--- src/rtl/bpm_link_stats_if.sv ---
// rtl/bpm_link_stats_if.sv - link reader to statistics block strobe/payload bundle
//
// Signals:
//   statusStrobe  one-cycle pulse, statusCode valid
//   statusCode    0 success, 1 bad header, 2 bad size, 3 bad packet
//   outputStrobe  one-cycle pulse, outputData valid (good packet)
//   outputData    [111:96] header low half, [95:64] X, [63:32] Y, [31:0] S
// Modports:
//   master  link reader side (drives)
//   slave   statistics side (samples)

interface bpm_link_stats_if;
    logic         statusStrobe;
    logic [1:0]   statusCode;
    logic         outputStrobe;
    logic [111:0] outputData;

    modport master (
        output statusStrobe,
        output statusCode,
        output outputStrobe,
        output outputData
    );

    modport slave (
        input statusStrobe,
        input statusCode,
        input outputStrobe,
        input outputData
    );
endinterface

--- src/rtl/bpm_link_stats.sv ---
// rtl/bpm_link_stats.sv - per-link reception statistics and link-health monitor
//
// Parameters:
//   COUNT_WIDTH     width of every event counter
//   TIMEOUT_CYCLES  status-free cycles after which an up link goes down (>=2)
//   ERR_LIMIT       consecutive non-success statuses that force an up link down (1..15)
// Ports:
//   clk             Aurora receiver AXI clock
//   rst_n           asynchronous active-low reset
//   link            slave side of the reader strobe/payload bundle
//   snapshotStrobe  one-cycle pulse: latch and clear live counters
//   snapSuccess, snapBadHeader, snapBadSize, snapBadPacket  latched per-code counts
//   snapLinkDowns   latched up->down transition count
//   snapValid       high from the first snapshot onward
//   lastHeader      outputData[111:96] of most recent good packet
//   linkUp          current link state

module bpm_link_stats #(
    parameter int COUNT_WIDTH    = 16,
    parameter int TIMEOUT_CYCLES = 156250,
    parameter int ERR_LIMIT      = 4
) (
    input  logic                   clk,
    input  logic                   rst_n,
    bpm_link_stats_if.slave        link,
    input  logic                   snapshotStrobe,
    output logic [COUNT_WIDTH-1:0] snapSuccess,
    output logic [COUNT_WIDTH-1:0] snapBadHeader,
    output logic [COUNT_WIDTH-1:0] snapBadSize,
    output logic [COUNT_WIDTH-1:0] snapBadPacket,
    output logic [COUNT_WIDTH-1:0] snapLinkDowns,
    output logic                   snapValid,
    output logic [15:0]            lastHeader,
    output logic                   linkUp
);

    localparam int IDLE_W = (TIMEOUT_CYCLES > 2) ? $clog2(TIMEOUT_CYCLES) : 1;
    localparam logic [IDLE_W-1:0]      IDLE_MAX = IDLE_W'(TIMEOUT_CYCLES - 1);
    localparam logic [3:0]             ERR_MAX  = 4'(ERR_LIMIT);
    localparam logic [COUNT_WIDTH-1:0] CNT_ONE  = COUNT_WIDTH'(1);
    localparam logic [COUNT_WIDTH-1:0] CNT_SAT  = {COUNT_WIDTH{1'b1}};

    typedef enum logic {
        ST_DOWN = 1'b0,
        ST_UP   = 1'b1
    } state_t;

    state_t                  state;
    logic [COUNT_WIDTH-1:0]  live_cnt [4];
    logic [COUNT_WIDTH-1:0]  snap_cnt [4];
    logic [COUNT_WIDTH-1:0]  live_downs;
    logic [COUNT_WIDTH-1:0]  snap_downs;
    logic [IDLE_W-1:0]       idle_cnt;
    logic [3:0]              err_run;
    logic                    snap_valid_q;
    logic [15:0]             last_header_q;

    logic                    is_success;
    logic                    is_error;
    logic                    err_hit;
    logic                    timeout_hit;
    logic                    link_drop;
    logic                    link_rise;
    logic [3:0]              code_hit;

    // Only the header half of the payload is of interest here.
    logic unused_payload;
    assign unused_payload = ^link.outputData[95:0];

    function automatic logic [COUNT_WIDTH-1:0] sat_inc(input logic [COUNT_WIDTH-1:0] v);
        return (v == CNT_SAT) ? v : v + CNT_ONE;
    endfunction

    always_comb begin
        is_success  = link.statusStrobe && (link.statusCode == 2'd0);
        is_error    = link.statusStrobe && (link.statusCode != 2'd0);
        // Widened compare so a run already at 15 cannot wrap into a false miss.
        err_hit     = is_error && (({1'b0, err_run} + 5'd1) >= {1'b0, ERR_MAX});
        // A strobe in the terminal-count cycle clears idle and beats the timeout.
        timeout_hit = !link.statusStrobe && (idle_cnt == IDLE_MAX);
        link_drop   = (state == ST_UP) && (timeout_hit || err_hit);
        link_rise   = (state == ST_DOWN) && is_success;
        for (int i = 0; i < 4; i++) begin
            code_hit[i] = link.statusStrobe && (link.statusCode == 2'(i));
        end
    end

    always_ff @(posedge clk or negedge rst_n) begin
        if (!rst_n) begin
            state         <= ST_DOWN;
            live_downs    <= '0;
            snap_downs    <= '0;
            idle_cnt      <= '0;
            err_run       <= '0;
            snap_valid_q  <= 1'b0;
            last_header_q <= '0;
            for (int i = 0; i < 4; i++) begin
                live_cnt[i] <= '0;
                snap_cnt[i] <= '0;
            end
        end else begin
            // Link state
            if (link_drop) begin
                state <= ST_DOWN;
            end else if (link_rise) begin
                state <= ST_UP;
            end

            // Idle tracker saturates so a long-dead link never re-fires.
            if (link.statusStrobe) begin
                idle_cnt <= '0;
            end else if (idle_cnt != IDLE_MAX) begin
                idle_cnt <= idle_cnt + 1'b1;
            end

            if (is_success) begin
                err_run <= '0;
            end else if (is_error && (err_run < ERR_MAX)) begin
                err_run <= err_run + 4'd1;
            end

            // Coincident snapshot: snap gets the pre-event value and the
            // event opens the new interval.
            for (int i = 0; i < 4; i++) begin
                if (snapshotStrobe) begin
                    snap_cnt[i] <= live_cnt[i];
                    live_cnt[i] <= code_hit[i] ? CNT_ONE : '0;
                end else if (code_hit[i]) begin
                    live_cnt[i] <= sat_inc(live_cnt[i]);
                end
            end

            if (snapshotStrobe) begin
                snap_downs   <= live_downs;
                live_downs   <= link_drop ? CNT_ONE : '0;
                snap_valid_q <= 1'b1;
            end else if (link_drop) begin
                live_downs <= sat_inc(live_downs);
            end

            if (link.outputStrobe) begin
                last_header_q <= link.outputData[111:96];
            end
        end
    end

    assign snapSuccess   = snap_cnt[0];
    assign snapBadHeader = snap_cnt[1];
    assign snapBadSize   = snap_cnt[2];
    assign snapBadPacket = snap_cnt[3];
    assign snapLinkDowns = snap_downs;
    assign snapValid     = snap_valid_q;
    assign lastHeader    = last_header_q;
    assign linkUp        = (state == ST_UP);

endmodule

--- src/flat_wrapper.sv ---
// flat-port wrapper written by rule: the top's interface ports become plain ports
module bpm_link_stats_flat 
#(
    parameter int COUNT_WIDTH    = 16,
    parameter int TIMEOUT_CYCLES = 156250,
    parameter int ERR_LIMIT      = 4
)
  (clk, rst_n, snapshotStrobe, snapSuccess, snapBadHeader, snapBadSize, snapBadPacket, snapLinkDowns, snapValid, lastHeader, linkUp, link_statusStrobe, link_statusCode, link_outputStrobe, link_outputData);
  bpm_link_stats_if link_i ();
  input  logic clk;
  input  logic rst_n;
  input  logic snapshotStrobe;
  output logic [COUNT_WIDTH-1:0] snapSuccess;
  output logic [COUNT_WIDTH-1:0] snapBadHeader;
  output logic [COUNT_WIDTH-1:0] snapBadSize;
  output logic [COUNT_WIDTH-1:0] snapBadPacket;
  output logic [COUNT_WIDTH-1:0] snapLinkDowns;
  output logic snapValid;
  output logic [15:0] lastHeader;
  output logic linkUp;
  input wire logic [$bits(link_i.statusStrobe)-1:0] link_statusStrobe;
  input wire logic [$bits(link_i.statusCode)-1:0] link_statusCode;
  input wire logic [$bits(link_i.outputStrobe)-1:0] link_outputStrobe;
  input wire logic [$bits(link_i.outputData)-1:0] link_outputData;
  assign link_i.statusStrobe = link_statusStrobe;
  assign link_i.statusCode = link_statusCode;
  assign link_i.outputStrobe = link_outputStrobe;
  assign link_i.outputData = link_outputData;
  bpm_link_stats #(.COUNT_WIDTH(COUNT_WIDTH), .TIMEOUT_CYCLES(TIMEOUT_CYCLES), .ERR_LIMIT(ERR_LIMIT)) u_core (.clk(clk), .rst_n(rst_n), .link(link_i), .snapshotStrobe(snapshotStrobe), .snapSuccess(snapSuccess), .snapBadHeader(snapBadHeader), .snapBadSize(snapBadSize), .snapBadPacket(snapBadPacket), .snapLinkDowns(snapLinkDowns), .snapValid(snapValid), .lastHeader(lastHeader), .linkUp(linkUp));
endmodule
--- config.mk ---
export PLATFORM = sky130hd
export DESIGN_NAME = bpm_link_stats_flat
export DESIGN_NICKNAME = d
export VERILOG_FILES = /design/src/rtl/bpm_link_stats_if.sv /design/src/rtl/bpm_link_stats.sv /design/src/flat_wrapper.sv
export SDC_FILE = /design/constraint.sdc
export NUM_CORES = 1
export LEC_CHECK = 0
export BUFFER_PORTS_ARGS = -buffer_cell sky130_fd_sc_hd__buf_4
export CAP_MARGIN = 10
export CORE_MARGIN = 2
export CORE_UTILIZATION = 40
export CTS_CLUSTER_SIZE = 8
export DETAILED_ROUTE_END_ITERATION = 10
export GPL_TIMING_DRIVEN = 1
export HOLD_SLACK_MARGIN = 0.15
export PLACE_DENSITY_LB_ADDON = 0.2
export SETUP_SLACK_MARGIN = 0.15
export SKIP_CTS_REPAIR_TIMING = 1
export SLEW_MARGIN = 20
export SYNTH_ARGS = -nofsm -noshare
export SYNTH_HDL_FRONTEND = slang
export SYNTH_SLANG_ARGS = --single-unit
--- constraint.sdc ---
create_clock -name clk -period 2 [get_ports clk]
set_input_delay 0.5 -clock clk [delete_from_list [all_inputs] [get_ports clk]]
set_output_delay 0.5 -clock clk [all_outputs]
set_load 0.01 [all_outputs]
Word-level counts from Yosys, hierarchy flattened
Index checks and enable logic that the tools add are counted.
- add/sub/neg operators: 8
- reductions and logical operators: 27
- bitwise logic cells: 1
- $lt $le $gt $ge: 2
- muxes and demuxes: 26
- equality and inequality tests: 15
- operator list (kind ; number):
    two-way mux 16 bit ; 15
    adder 16 x 1 -> 16 bit (second input constant) ; 5
    equality test 16 bit (second input constant) ; 5
    two-way mux 18 bit ; 2
    adder 18 x 1 -> 18 bit (second input constant) ; 1
    equality test 18 bit (second input constant) ; 1
    inequality test 18 bit (second input constant) ; 1
    nonzero test 2 bit ; 9
    logical AND 1 bit ; 10
    inequality test 2 bit (second input constant) ; 5
    AND reduction 2 bit ; 5
    two-way mux 4 bit ; 2
    two-way mux 1 bit ; 7
    adder 4 x 1 -> 5 bit (second input constant) ; 1
    >= comparator 5 x 3 -> 1 bit (second input constant) ; 1
    adder 4 x 1 -> 4 bit (second input constant) ; 1
    equality test 2 bit (second input constant) ; 2
    < comparator 4 x 3 -> 1 bit (second input constant) ; 1
    equality test 2 x 1 -> 1 bit (second input constant) ; 1
    logical NOT 2 bit ; 1
    logical NOT 1 bit ; 1
    logical OR 1 bit ; 1
    NOT 1 bit ; 1
- flip-flop bits (word level): 200
- input bits: 119
- logic and storage cells: 94
- output and inout bits: 98

Depth between registers and ports, before layout
Gate-level depths: netlist of run 1.
- depth after elaboration: 7
- mapped depth: 10
- mapped depth without buffers: 8

Worst setup path before layout of run 1
OpenSTA, ideal clock, no wires.
- path kind: input -> register
- from: input port link_statusCode[1]
- to: register u_core.live_cnt[59] (netlist name)
- required time: 1922 ps
- cell stages on the path: 6
- data arrival time: 1922 ps
- setup slack: 0 ps
- cells stage by stage: nor3b_4 -> nand2b_2 -> or4_1 -> buf_2 -> or3_1 -> a21oi_1
- word-level cells in the longest chain between the ends: 4
- RTL lines (what ; line ; text):
    start, declared ; flat_wrapper.sv:22 ; input wire logic [$bits(link_i.statusCode)-1:0] link_statusCode;
    logical NOT 2 bit ; bpm_link_stats.sv:84 ; code_hit[i] = link.statusStrobe && (link.statusCode == 2'(i));
    logical AND 1 bit ; bpm_link_stats.sv:84 ;
    nonzero test 2 bit (no source line) ; -- ;
    AND reduction 2 bit (no source line) ; -- ;
    end signal, assigned by index ; bpm_link_stats.sv:127 ; live_cnt[i] <= code_hit[i] ? CNT_ONE : '0;
    end signal, assigned by index ; bpm_link_stats.sv:129 ; live_cnt[i] <= sat_inc(live_cnt[i]);
    end, declared ; bpm_link_stats.sv:49 ; logic [COUNT_WIDTH-1:0] live_cnt [4];
Every way passes these cells.
A chain may end at the register's enable or synchronous reset.

Worst setup path after layout of run 1
- from: register u_core.idle_cnt[11]
- to: register u_core.live_downs[11]
- word-level cells in the longest chain between the ends: 6
- RTL lines (what ; line ; text):
    start, declared ; bpm_link_stats.sv:53 ; logic [IDLE_W-1:0] idle_cnt;
    start signal, assigned ; bpm_link_stats.sv:113 ; idle_cnt <= idle_cnt + 1'b1;
    equality test 18 bit ; bpm_link_stats.sv:80 ; timeout_hit = !link.statusStrobe && (idle_cnt == IDLE_MAX);
    logical AND 1 bit ; bpm_link_stats.sv:80 ;
    logical OR 1 bit ; bpm_link_stats.sv:81 ; link_drop = (state == ST_UP) && (timeout_hit || err_hit);
    logical AND 1 bit ; bpm_link_stats.sv:81 ;
    nonzero test 2 bit (no source line) ; -- ;
    AND reduction 2 bit (no source line) ; -- ;
    end signal, assigned ; bpm_link_stats.sv:135 ; live_downs <= link_drop ? CNT_ONE : '0;
    end signal, assigned ; bpm_link_stats.sv:138 ; live_downs <= sat_inc(live_downs);
    end, declared ; bpm_link_stats.sv:51 ; logic [COUNT_WIDTH-1:0] live_downs;
Every way passes these cells.

==> qor.txt, run 1 <==
post-placement cell area = 0.01093 mm²
crit end category = register
pin slew with the least headroom to its limit = 0.4111 ns
CORE AREA = 0.02182 mm²
area delta synth->final = 35.53%
drt pass-1 iters = 4
io pins = 217
Slew HR = 72.36%
number of max-cap violations = 0
CTS tree = yes
Die Area = 0.02344 mm²
Req. time, crit path = 2.36 ns
Slew Viols, Final = 0
most frequent cells in the layout = buf_4, dfrtp_1, mux2_2
HP Class = in2reg
largest net degree at the start of global routing = 45
Met1 Wirelength = 9458 µm
Synth Area per Inst = 11.43 µm²
failing checks = setup timing
Cell Rows = 54
Top Metal Used = met4
clock-pin slew on the worst setup and hold paths = 0.07 ns
Die Span X = 153.1 µm
via count = 6609
DR WL met3 = 736 µm
total track usage = 16.29%
mean number of vias per cell = 5.072
initial antenna violation count = 0
RSZ-0062 raised after global routing = yes
status = finished with violations
Num CTS Buffers = 17
GRT Residual Overflow = 0
level count of the clock H-tree = 4
syn nets = 906
Final Cycle Share = 106.5%
non-filler cells, final = 1303
Layout Skew = 0.01239 ns
Static Leak = 0.005615 µW
critical path class = reg2reg
final hold viol count = 0
metal2 WL = 8918 µm
Main synth FF type = dfrtp_1
share of cells above drive strength 1 = 42.82%
detailed-placement wirelength estimate = 12970 µm
via count of the first global-routing pass = 6295
startpoint types = register
Post-synth EDFFs = 0
final setup fails = 13
Seq/Total Area, Yosys = 56.29%
Async S/R FF share, synth = 100.0%
Fmax = 469.3 MHz
Cell Area, Synth = 0.008891 mm²
Placer Congestion = 0.7554
commonest non-fill, non-tap cell in the layout = buf_4
power per standard cell area = 704.5 mW/mm²
fin nets = 1138
drt wl/cell = 14.88 µm
post-layout util = 55.22%
CP arrival = 2.49 ns
CTS sink cnt = 200
CTS root buffer = clkbuf_16
Remaining DRCs = 0
Yosys reg bits = 200
worst skew pair latency = 0.43 ns
PortBufs = 120
Syn. warnings = 0
maximum fanout along the worst path = 6
DRT antenna net count = 0
min cycle time layout = 2.131 ns
DRT iter0 DRCs = 246
Finished Cell Area = 0.01205 mm²
Initial Util = 40.74%
antenna cell count = 0
Final WS setup = -0.1307 ns
Cells after DPL = 1245
peak supply drop = 0.5642 mV
Distinct cells, synth = 49
total wire length = 19390 µm
Mapped Cells = 778
Clock Tree Buf Depth = 2
die extent in y = 153.1 µm
first-pass GRT wire length = 31760 µm
## cell usage after synthesis, types with 4 or more instances
library cell | number | area share (%)
nand3_1 | 36 | 2.0
or4_1 | 4 | 0.34
buf_1 | 6 | 0.25
nand2_1 | 41 | 1.7
nor3_1 | 18 | 1.0
clkbuf_1 | 19 | 0.80
buf_2 | 4 | 0.23
inv_1 | 14 | 0.59
ha_1 | 9 | 1.3
mux2i_1 | 6 | 0.68
xor2_1 | 34 | 3.3
nor2_1 | 90 | 3.8
nor4_1 | 6 | 0.42
and4_1 | 11 | 1.1
and2_1 | 4 | 0.28
nand3b_1 | 6 | 0.51
dfrtp_1 | 200 | 56
nand4_1 | 18 | 1.3
mux2_2 | 98 | 12
and3_1 | 9 | 0.63
or3_1 | 25 | 1.8
xnor2_1 | 25 | 2.5
o21ai_0 | 28 | 1.6
a21oi_1 | 28 | 1.6
## state kept, by name, indices dropped and copies added, names as in the netlist
register              count
u_core.err_run            4
u_core.idle_cnt          18
u_core.lastHeader        16
u_core.linkUp             1
u_core.live_cnt          64
u_core.live_downs        16
u_core.snapBadHeader     16
u_core.snapBadPacket     16
u_core.snapBadSize       16
u_core.snapLinkDowns     16
u_core.snapSuccess       16
u_core.snapValid          1
## routing by layer
| metal | up-vias | global-route usage (%) |
|---|---|---|
| met5 | - | 0 |
| met4 | 0 | 5.026 |
| met3 | 21 | 3.005 |
| met2 | 122 | 24.89 |
| met1 | 3244 | 23.65 |
| li1 | 3222 | - |
## worst max-delay path, stage by stage (launching register included)
cell	delay [ns]
dfrtp_1	0.46
nor4_4	0.36
nand3_4	0.11
nor4_4	0.23
buf_6	0.16
buf_4	0.12
o211ai_4	0.10
or3_1	0.37
a21oi_2	0.14
## power breakdown
group | total, µW | switching (µW) | internal, µW | leakage [µW]
Sequential | 4240 | 92.7 | 4150 | 0.00273
Combinational | 819 | 413 | 407 | 0.00260
Clock | 3430 | 1610 | 1820 | 0.000284
## metrics by stage
step	setup WS [ns]	setup TNS [ns]	total power, µW	hold WS [ns]
3_3_place_gp	-0.2141	-2.643	5037	0.4557
2_1_floorplan	0.03898	0	4630	0.2044
5_1_grt	-0.2460	-2.628	8877	0.2791
3_5_place_dp	-0.2585	-3.554	5054	0.4623
6_report	-0.1307	-0.9854	8489	0.2998
4_1_cts	-0.2886	-3.245	8518	-0.01168
## layout make-up
| type | count | area [µm²] |
|---|---|---|
| flip-flops and latches | 200 | 5010 |
| clock buffers | 19 | 452.9 |
| multi-input cells | 537 | 4103 |
| inverters | 14 | 52.55 |
| fillers | 1912 | 9773 |
| clock inverters | 13 | 133.9 |
| well taps | 280 | 350.3 |
| repair buffers | 240 | 1948 |
## final timing paths
| kind | startpoint | to | slack (ns) | cells after the start |
|---|---|---|---|---|
| worst min-delay path | link_outputData[111] | u_core.lastHeader[15] | 0.30 | 2 |
| worst max register to register | u_core.idle_cnt[11] | u_core.live_downs[11] | -0.13 | 8 |
| min in group asynchronous | rst_n | u_core.snapBadHeader[11] | 0.56 | 2 |
| max in group asynchronous | rst_n | u_core.live_cnt[52] | 0.80 | 3 |
| worst min register to register | u_core.snapValid | u_core.snapValid | 0.49 | 1 |
| worst max-delay path | u_core.idle_cnt[11] | u_core.live_downs[11] | -0.13 | 8 |
## cell families after synthesis
logic type               count (synthesis)  share of synthesized area [%]
AND/OR/NAND/NOR                        287                          16.65
flip-flops                             200                          56.29
buffers and inverters                   44                          1.998
adder cells (fa/ha/maj)                  9                          1.267
XOR/XNOR                                59                          5.812
AO/OA/AOI/OAI                           75                          4.897
multiplexers                           104                          13.09
Note: power is estimated with default switching activity, not from simulation.
==> run 2, diff against run 1 <==
==> constraint.sdc (replaced) <==
create_clock -name clk -period 2 [get_ports clk]
set_input_delay 0.4 -clock clk [delete_from_list [all_inputs] [get_ports clk]]
set_output_delay 0.4 -clock clk [all_outputs]
set_load 0.01 [all_outputs]
==> qor.txt, run 2 (same netlist as run 1, synthesis figures left out) <==
status = finished with violations
failing checks = setup timing
CTS tree = yes
switch share = 24.44% (-0.48 points)
Clock Tree Buf Depth = 2 (unchanged)
Fmax = 474.4 MHz (+1.1%)
reg2reg path depth = 7 (-1)
worst skew pair latency = 0.43 ns (about the same)
initial antenna violation count = 0 (unchanged)
crit end category = register
Die Span X = 153.1 µm (unchanged)
Clk pwr share = 41.5% (+1.1 points)
CTS root buffer = clkbuf_16
CP arrival = 2.46 ns (-0.03 ns)
total wire length = 18360 µm (-5.3%)
Post-Place Setup Slack = -0.1724 ns (+0.08614 ns)
CP cell instances = nor4bb_4, nand3_2, nor4_4, o211ai_4, buf_6, or4_4, a21oi_2
peak supply drop = 0.4526 mV (-20%)
internal power = 6479 µW (+1.6%)
RR Startpoint = u_core.idle_cnt[7]
most frequent cells in the layout = buf_4, dfrtp_1, mux2_2
Final WS setup = -0.1080 ns (+0.02271 ns)
Static Leak = 0.005446 µW (-3.0%)
DRT iter0 DRCs = 302 (+23%)
mean number of vias per cell = 5.039 (-0.65%)
registers with the most flip-flops = u_core.live_cnt x64, u_core.idle_cnt x18
largest net degree at the start of global routing = 57 (+27%)
Die Area = 0.02344 mm² (unchanged)
Final Cycle Share = 105.4% (-1.1 points)
clock-pin slew on the worst setup and hold paths = 0.07 ns (about the same)
crit path from = u_core.idle_cnt[7]
via count = 6415 (-2.9%)
RSZ-0062 raised after global routing = yes
Num CTS Buffers = 17 (unchanged)
Remaining DRCs = 0 (unchanged)
final hold viol count = 0 (unchanged)
DRT antenna net count = 0 (unchanged)
Layout Skew = 0.01182 ns (-0.0005636 ns)
level count of the clock H-tree = 4 (unchanged)
min cycle time layout = 2.108 ns (-0.02271 ns)
Cell Rows = 54 (unchanged)
worst hold slack = 0.2023 ns (-0.09748 ns)
HP Class = in2reg
Placer Congestion = 0.7559 (about the same)
via count of the first global-routing pass = 6145 (-2.4%)
critical path class = reg2reg
Switching Power = 2095 µW (-0.95%)
Max stage delay on crit path = 0.42 ns (-0.04 ns)
number of max-cap violations = 0 (unchanged)
combinational share of power = 9.1% (-0.6 points)
area delta synth->final = 31.66%
Slew Viols, Final = 0 (unchanged)
drt wl/cell = 14.42 µm (-3.1%)
PortBufs = 120 (unchanged)
r2r setup slk = -0.11 ns (+0.02 ns)
RR Endpoint = u_core.live_downs[14]
Slew HR = 69.96% (-2.4 points)
TNS Setup = -0.4874 ns (+0.4980 ns)
final setup fails = 10 (-3)
power per standard cell area = 732.4 mW/mm² (+4.0%)
Initial Util = 40.74% (unchanged)
CP endpoint = u_core.live_downs[14]
total track usage = 15.62% (-0.67 points)
detailed-placement wirelength estimate = 12360 µm (-4.7%)
fin nets = 1108 (-2.6%)
Sequential Power Share = 49.4% (-0.5 points)
CORE AREA = 0.02182 mm² (unchanged)
share of cells above drive strength 1 = 39.98% (-2.8 points)
pin slew with the least headroom to its limit = 0.4443 ns (+0.03327 ns)
startpoint types = register
io pins = 217 (unchanged)
antenna cell count = 0 (unchanged)
number of flip-flops in the largest register = 64 (unchanged)
GRT Residual Overflow = 0 (unchanged)
die extent in y = 153.1 µm (unchanged)
Req. time, crit path = 2.35 ns (about the same)
Slowest cell on crit path = dfrtp_1
first-pass GRT wire length = 30390 µm (-4.3%)
drt pass-1 iters = 4 (unchanged)
most flop-heavy register = u_core.live_cnt
CTS sink cnt = 200 (unchanged)
maximum fanout along the worst path = 3 (-3)
==> run 2: changes by cell type in the layout (fill, tap and decap cells not counted), moves of 4 or more <==
cell / previous run / this run
a21oi_1: 16 / 23
o21ai_0: 13 / 19
o21ai_2: 5 / 1
buf_4: 220 / 199
a21oi_2: 12 / 5
buf_6: 10 / 6
==> run 2: per-stage QoR <==
| step | instances | utilization, % | power [µW] | area [µm²] |
|---|---|---|---|---|
| 2_1_floorplan | 778 | - | 4630 | 8946 |
| 3_3_place_gp | 1225 | 49.18 | 5020 | 10730 |
| 3_5_place_dp | 1225 | 49.18 | 5032 | 10730 |
| 4_1_cts | 1257 | 51.97 | 8627 | 11340 |
| 5_1_grt | 1273 | 53.64 | 8929 | 11710 |
| 6_report | 1273 | 53.64 | 8574 | 11710 |
==> run 2: how the worst min path moves through the flow <==
stage	endpoint	slack [ns]	start	cells after the start
floorplan	u_core.err_run[0]	0.10	rst_n	0
global placement	u_core.snapBadHeader[11]	0.33	rst_n	1
detailed placement	u_core.snapBadHeader[11]	0.33	rst_n	1
CTS	u_core.snapBadHeader[11]	-0.14	rst_n	1
global route	u_core.lastHeader[9]	0.19	link_outputData[105]	2
finish	u_core.lastHeader[0]	0.20	link_outputData[96]	2
==> run 2: critical path, delay by kind of cell (launching register included) <==
family,cells,cell delay (ns)
compound gates,2,0.29
buf+inv,1,0.14
flops,1,0.42
simple gates,4,1.18
==> run 2: layout make-up <==
type	count	area [µm²]
fillers	1927	10120
clock buffers	19	452.9
repair buffers	213	1705
clock inverters	13	156.4
well taps	280	350.3
flip-flops and latches	200	5006
multi-input cells	534	3983
inverters	14	52.55
==> run 2: metal layers <==
metal,track usage [%],vias to the layer above,routed length (µm)
met1,22.40,3131,8974
met3,3.431,12,738
met4,4.409,0,186
li1,-,3165,-
met2,23.98,107,8464
met5,0,-,0
==> run 2: power groups by stage <==
stage	sequential (µW)	combinational [µW]	clock [µW]
6_report	4230	780	3560
5_1_grt	4250	864	3810
4_1_cts	4220	734	3670
3_5_place_dp	4300	734	0
3_3_place_gp	4290	725	0
2_1_floorplan	4330	300	0
